[src/rtl/rom_loader_pkg.sv]
// Shared definitions for the framed-byte ROM/RAM loader: state encoding, the
// default frame marker and the 8-bit checksum step.
package rom_loader_pkg;

  typedef enum logic [3:0] {
    StSync,
    StAddrHi,
    StAddrLo,
    StLenHi,
    StLenLo,
    StData,
    StChk,
    StDone,
    StError
  } loader_state_e;

  localparam logic [7:0] LOADER_SYNC = 8'hA5;

  // Modulo-256 accumulate; the carry is deliberately dropped.
  function automatic logic [7:0] chk_add(input logic [7:0] acc, input logic [7:0] b);
    return acc + b;
  endfunction

endpackage

[src/rtl/rom_loader.sv]
// Receives SYNC/ADDR/LEN/DATA/CHK frames from a byte stream, writes the data
// bytes to consecutive memory addresses and releases the CPU on a good checksum.
module rom_loader
  import rom_loader_pkg::*;
#(
  parameter int unsigned     DATA_WIDTH = 8,
  parameter int unsigned     ADDR_WIDTH = 16,
  parameter logic [7:0]      SYNC_BYTE  = LOADER_SYNC
) (
  input  logic                  i_clk,
  input  logic                  i_rst_n,
  input  logic [DATA_WIDTH-1:0] i_in_data,
  input  logic                  i_in_valid,
  output logic                  o_in_ready,
  output logic                  o_mem_we,
  output logic [ADDR_WIDTH-1:0] o_mem_addr,
  output logic [DATA_WIDTH-1:0] o_mem_wdata,
  output logic                  o_cpu_hold,
  output logic                  o_load_done,
  output logic                  o_load_error
);

  loader_state_e r_state;
  loader_state_e w_state_next;

  logic [15:0]           r_addr;
  logic [15:0]           r_cnt;
  logic [7:0]            r_chk;
  logic                  r_mem_we;
  logic [ADDR_WIDTH-1:0] r_mem_addr;
  logic [DATA_WIDTH-1:0] r_mem_wdata;
  logic                  r_cpu_hold;
  logic                  r_load_done;
  logic                  r_load_error;

  logic [15:0]           w_addr_next;
  logic [15:0]           w_cnt_next;
  logic [7:0]            w_chk_next;
  logic                  w_mem_we_next;
  logic [ADDR_WIDTH-1:0] w_mem_addr_next;
  logic [DATA_WIDTH-1:0] w_mem_wdata_next;
  logic                  w_cpu_hold_next;
  logic                  w_load_done_next;
  logic                  w_load_error_next;

  logic [7:0]            w_byte;
  logic [7:0]            w_chk_sum;
  logic                  w_is_sync;
  logic                  w_accept;

  // No backpressure: every offered byte is consumed in the cycle it appears.
  assign o_in_ready = 1'b1;
  assign w_accept   = i_in_valid;
  assign w_byte     = i_in_data[7:0];
  assign w_is_sync  = (w_byte == SYNC_BYTE);
  assign w_chk_sum  = chk_add(r_chk, w_byte);

  always_ff @(posedge i_clk or negedge i_rst_n) begin
    if (!i_rst_n) begin
      r_state <= StSync;
    end else begin
      r_state <= w_state_next;
    end
  end

  always_ff @(posedge i_clk or negedge i_rst_n) begin
    if (!i_rst_n) begin
      r_addr       <= '0;
      r_cnt        <= '0;
      r_chk        <= '0;
      r_mem_we     <= 1'b0;
      r_mem_addr   <= '0;
      r_mem_wdata  <= '0;
      r_cpu_hold   <= 1'b1;
      r_load_done  <= 1'b0;
      r_load_error <= 1'b0;
    end else begin
      r_addr       <= w_addr_next;
      r_cnt        <= w_cnt_next;
      r_chk        <= w_chk_next;
      r_mem_we     <= w_mem_we_next;
      r_mem_addr   <= w_mem_addr_next;
      r_mem_wdata  <= w_mem_wdata_next;
      r_cpu_hold   <= w_cpu_hold_next;
      r_load_done  <= w_load_done_next;
      r_load_error <= w_load_error_next;
    end
  end

  always_comb begin
    w_state_next      = r_state;
    w_addr_next       = r_addr;
    w_cnt_next        = r_cnt;
    w_chk_next        = r_chk;
    w_mem_we_next     = 1'b0;
    w_mem_addr_next   = r_mem_addr;
    w_mem_wdata_next  = r_mem_wdata;
    w_cpu_hold_next   = r_cpu_hold;
    w_load_done_next  = r_load_done;
    w_load_error_next = r_load_error;

    if (w_accept) begin
      case (r_state)
        StSync: begin
          if (w_is_sync) begin
            w_state_next = StAddrHi;
            w_chk_next   = 8'h00;
          end
        end
        StAddrHi: begin
          w_addr_next[15:8] = w_byte;
          w_chk_next        = w_chk_sum;
          w_state_next      = StAddrLo;
        end
        StAddrLo: begin
          w_addr_next[7:0] = w_byte;
          w_chk_next       = w_chk_sum;
          w_state_next     = StLenHi;
        end
        StLenHi: begin
          w_cnt_next[15:8] = w_byte;
          w_chk_next       = w_chk_sum;
          w_state_next     = StLenLo;
        end
        StLenLo: begin
          w_cnt_next[7:0] = w_byte;
          w_chk_next      = w_chk_sum;
          w_state_next    = ({r_cnt[15:8], w_byte} == 16'h0000) ? StChk : StData;
        end
        StData: begin
          w_mem_we_next    = 1'b1;
          w_mem_addr_next  = r_addr[ADDR_WIDTH-1:0];
          w_mem_wdata_next = i_in_data;
          w_addr_next      = r_addr + 16'd1;
          w_cnt_next       = r_cnt - 16'd1;
          w_chk_next       = w_chk_sum;
          if (r_cnt == 16'd1) begin
            w_state_next = StChk;
          end
        end
        StChk: begin
          w_chk_next = w_chk_sum;
          if (w_chk_sum == 8'h00) begin
            w_state_next     = StDone;
            w_load_done_next = 1'b1;
            w_cpu_hold_next  = 1'b0;
          end else begin
            w_state_next      = StError;
            w_load_error_next = 1'b1;
          end
        end
        StDone, StError: begin
          // A new frame re-captures the CPU on the same edge it starts.
          if (w_is_sync) begin
            w_state_next      = StAddrHi;
            w_chk_next        = 8'h00;
            w_load_done_next  = 1'b0;
            w_load_error_next = 1'b0;
            w_cpu_hold_next   = 1'b1;
          end
        end
        default: begin
          w_state_next = StSync;
        end
      endcase
    end
  end

  assign o_mem_we     = r_mem_we;
  assign o_mem_addr   = r_mem_addr;
  assign o_mem_wdata  = r_mem_wdata;
  assign o_cpu_hold   = r_cpu_hold;
  assign o_load_done  = r_load_done;
  assign o_load_error = r_load_error;

endmodule

[config.mk]
export PLATFORM = sky130hd
export DESIGN_NAME = rom_loader
export DESIGN_NICKNAME = d
export VERILOG_FILES = /design/src/rtl/rom_loader_pkg.sv /design/src/rtl/rom_loader.sv
export SDC_FILE = /design/constraint.sdc
export NUM_CORES = 1
export LEC_CHECK = 0
export BUFFER_PORTS_ARGS = -buffer_cell sky130_fd_sc_hd__buf_2
export CORE_MARGIN = 3
export CORE_UTILIZATION = 40
export CTS_CLUSTER_DIAMETER = 80
export DETAILED_ROUTE_END_ITERATION = 10
export GPL_TIMING_DRIVEN = 0
export PLACE_DENSITY = 0.64
export SLEW_MARGIN = 20
export SYNTH_ARGS = -nofsm -noshare
export SYNTH_HDL_FRONTEND = slang
export SYNTH_SLANG_ARGS = --single-unit
[constraint.sdc]
create_clock -name i_clk -period 3.05 [get_ports i_clk]
set_input_delay 0.4575 -clock i_clk [delete_from_list [all_inputs] [get_ports i_clk]]
set_output_delay 0.4575 -clock i_clk [all_outputs]
set_load 0.05 [all_outputs]
==> impl_metrics.env <==
export IMPL_synth_warnings=0
export IMPL_synthTopCellsByCount="sky130_fd_sc_hd__dfrtp_1, sky130_fd_sc_hd__o21ai_0, sky130_fd_sc_hd__nand2_1"
export IMPL_drive_gt1_share_pct=22.7
export IMPL_grt_start_max_net_pins=42
export IMPL_placed_cells_incl_taps=611
export IMPL_die_h_um=108
export IMPL_first_pass_grt_wire_length_um=18000
export IMPL_max_slew_margin_rel_pct=58.3
export IMPL_cts_tree="done"
export IMPL_postSynthCellCount=439
export IMPL_place_hpwl_um=7820
export IMPL_layout_min_cycle_time_ns=2.51
export IMPL_cts_root_to_sink_buffers=2
export IMPL_synth_enable_flop_cells=0
export IMPL_global_route_overflow_total=0
export IMPL_critPathLaunchType="flip-flop"
export IMPL_globalplace_congestion=0.864
export IMPL_ys_seq_elements=72
export IMPL_rows=36
export IMPL_powerDensity_mw_per_mm2=1110
export IMPL_nNetsFinal=511
export IMPL_io_pin_count=40
export IMPL_finalSetupTns_ns=0
export IMPL_fraction_of_the_mapped_netlist_area_in_adder_cells_pct=3.48
export IMPL_start_util_pct=41.9
export IMPL_synth_compound_gate_area_share_pct=24.2
export IMPL_wl_um=11000
export IMPL_final_max_slew_viol_count=0
export IMPL_fillCellCount=956
export IMPL_netlist_cell_types=71
export IMPL_synth_area_mux_share_pct=6.72
export IMPL_ctsResizeCount=0
export IMPL_via_per_inst=5.82
export IMPL_first_iter_violations=293
export IMPL_final_antenna_net_count=0
export IMPL_numCtsBuffers=9
export IMPL_critPathKind="flip-flop to flip-flop"
export IMPL_synth_area_leaders="sky130_fd_sc_hd__dfrtp_1, sky130_fd_sc_hd__mux2_2, sky130_fd_sc_hd__o21ai_0"
export IMPL_timing_clock_skew_ns=0.0105
export IMPL_hold_fails_final_rpt=0
export IMPL_finalPower_w=0.00527
export IMPL_type_of_the_most_critical_hold_path="input port to async pin"
export IMPL_antenna_found_initial=0
export IMPL_synth_most_common_cell="sky130_fd_sc_hd__dfrtp_1"
export IMPL_area_growth_syn_to_layout_pct=13.8
export IMPL_flip_flop_cell_with_the_highest_count_after_synthesis="sky130_fd_sc_hd__dfrtp_1"
export IMPL_remaining_drc_errors=0
export IMPL_port_buffers=38
export IMPL_post_drt_wl_per_cell_um=17.5
export IMPL_synthesis_area_sq_mm=0.00417
export IMPL_mappedNetlistNets=461
export IMPL_cts_htree_levels=3
export IMPL_via_count=3652
export IMPL_timing_max_cap_violations=0
export IMPL_post_synth_cell_area_avg_sq_um=9.51
export IMPL_grt_pass1_vias=3526
export IMPL_cts_hold_buf=0
export IMPL_largest_family_of_logic_cells_by_synthesized_area="compound AO/OA/AOI/OAI gates"
export IMPL_critical_path_required_ns=3.35
export IMPL_clk_root_buffer_cell="sky130_fd_sc_hd__clkbuf_8"
export IMPL_crit_path_max_fanout=6
export IMPL_result_of_the_run="complete, no violations"
export IMPL_post_synth_top_area_cell="sky130_fd_sc_hd__dfrtp_1"
export IMPL_worst_slew_pin_transition_ns=0.623
export IMPL_synth_simple_gate_area_share_pct=17.5
export IMPL_cellLeakagePower_nw=2.07
export IMPL_antennaDiodeCount=0
export IMPL_fraction_of_post_synthesis_cell_area_in_the_top_cell_type_by_area_pct=42.6
export IMPL_irDropWorstVdd_mv=0.535
export IMPL_max_freq_mhz=398
export IMPL_rsz0062_at_grt="false"
export IMPL_post_route_util_pct=47.7
export IMPL_drt_pass1_iter_count=5
export IMPL_final_period_utilization_pct=82.3
export IMPL_source_to_sink_clock_delay_at_the_later_pin_of_the_worst_skew_pair_ns=0.35
export IMPL_floorplan_core_area_sq_mm=0.00995
export IMPL_postCtsSetupBuffers=0
export IMPL_end_kind="flip-flop"
export IMPL_synthArstFlopShare_pct=100
export IMPL_die_area_sq_mm=0.0117
export IMPL_worst_endpoint_arrival_ns=2.81
export IMPL_global_route_usage_total_pct=19.7
export IMPL_cts_sinks=72
export IMPL_finalSetupViolations=0
export IMPL_clk_pin_slew_worst_paths_ns=0.08
export IMPL_die_width_um=108
export IMPL_final_cells=627
export IMPL_yosys_area_share_xor_xnor_pct=0.840
export IMPL_sequential_fraction_of_the_synthesis_area_pct=43.2
-- final timing paths --
| check | start | endpoint | slack (ns) | depth (start not counted) |
|---|---|---|---|---|
| setup / recovery | r_chk[0] | o_load_done | 0.54 | 8 |
| hold / removal | i_rst_n | o_mem_addr[9] | 0.03 | 1 |
| setup reg to reg | r_chk[0] | o_load_done | 0.54 | 8 |
| hold reg to reg | o_mem_addr[6] | o_mem_addr[6] | 0.48 | 2 |
| max in group asynchronous | i_rst_n | r_chk[1] | 2.45 | 2 |
| min in group i_clk | i_in_data[3] | o_mem_wdata[3] | 0.45 | 2 |
-- state kept, by name, summed over array words and instances, names as in the netlist --
register      flops
o_mem_addr       16
r_addr           16
r_cnt            16
o_mem_wdata       8
r_chk             8
r_state           4
o_cpu_hold        1
o_load_done       1
o_load_error      1
o_mem_we          1
-- cells in the final DEF (no fill, tap or decap), types with 10 or more instances in the layout --
master                    netlist  final
sky130_fd_sc_hd__nor2_1        23     23
sky130_fd_sc_hd__dfrtp_1       71     71
sky130_fd_sc_hd__nand2_1       41     41
sky130_fd_sc_hd__nand3_1       18     18
sky130_fd_sc_hd__a21oi_1       34     34
sky130_fd_sc_hd__mux2_2        23     23
sky130_fd_sc_hd__buf_2          9     46
sky130_fd_sc_hd__ha_1          10     10
sky130_fd_sc_hd__o21ai_0       48     48
sky130_fd_sc_hd__inv_1         15     15
-- cells by family (layout without fill, tap and decap cells) --
kind of cell / Yosys count / count (layout)
AOI/OAI and AO/OA: 153 / 153
and+or+nand+nor: 137 / 137
DFF: 72 / 72
buffers and inverters: 36 / 91
muxes: 25 / 25
adders and majority gates: 11 / 11
xor gates and xnor gates: 4 / 4
other: 1 / 1
-- routing by layer --
metal  GRT usage [%]  part of all wire, %
met2            31.2                   47
met3            3.76                  5.5
met4            6.49                  1.8
met1            27.1                   46
met5               0                    0
-- through the flow --
step | setup slack (ns) | area (sq um) | hold slack (ns)
final | 0.539 | 4750 | 0.0331
after global routing | 0.424 | 4750 | 0.0483
after CTS | 0.537 | 4750 | 0.0334
after detailed placement | 0.214 | 4550 | 0.422
after global placement | 0.255 | 4530 | 0.456
after floorplan | 0.704 | 4170 | 0.162
-- final cells by class --
type / instances / area (sq um) / share of cell area [%]
well taps: 133 / 166 / 3.50
inverters: 15 / 56.3 / 1.19
clock buffers: 10 / 128 / 2.69
clock inverters: 6 / 68.8 / 1.45
multi-input cells: 331 / 2200 / 46.4
plain buffers: 21 / 109 / 2.29
flip-flops and latches: 72 / 1800 / 38.0
repair buffers: 39 / 213 / 4.48
-- report_power, final --
part	internal, W	switching, W
registers	0.00140	0.000356
logic	0.000955	0.00179
clock network	0.000382	0.000386
total	0.00273	0.00253
-- critical path, stage by stage, from the launching register on --
cell	delay, ns
sky130_fd_sc_hd__dfrtp_1	0.38
sky130_fd_sc_hd__ha_1	0.23
sky130_fd_sc_hd__fa_1	0.41
sky130_fd_sc_hd__and3_1	0.21
sky130_fd_sc_hd__o211ai_1	0.23
sky130_fd_sc_hd__o311ai_2	0.18
sky130_fd_sc_hd__a2111oi_4	0.48
sky130_fd_sc_hd__and3_1	0.26
sky130_fd_sc_hd__a21o_1	0.09
Power figures use the tool's default switching activity.
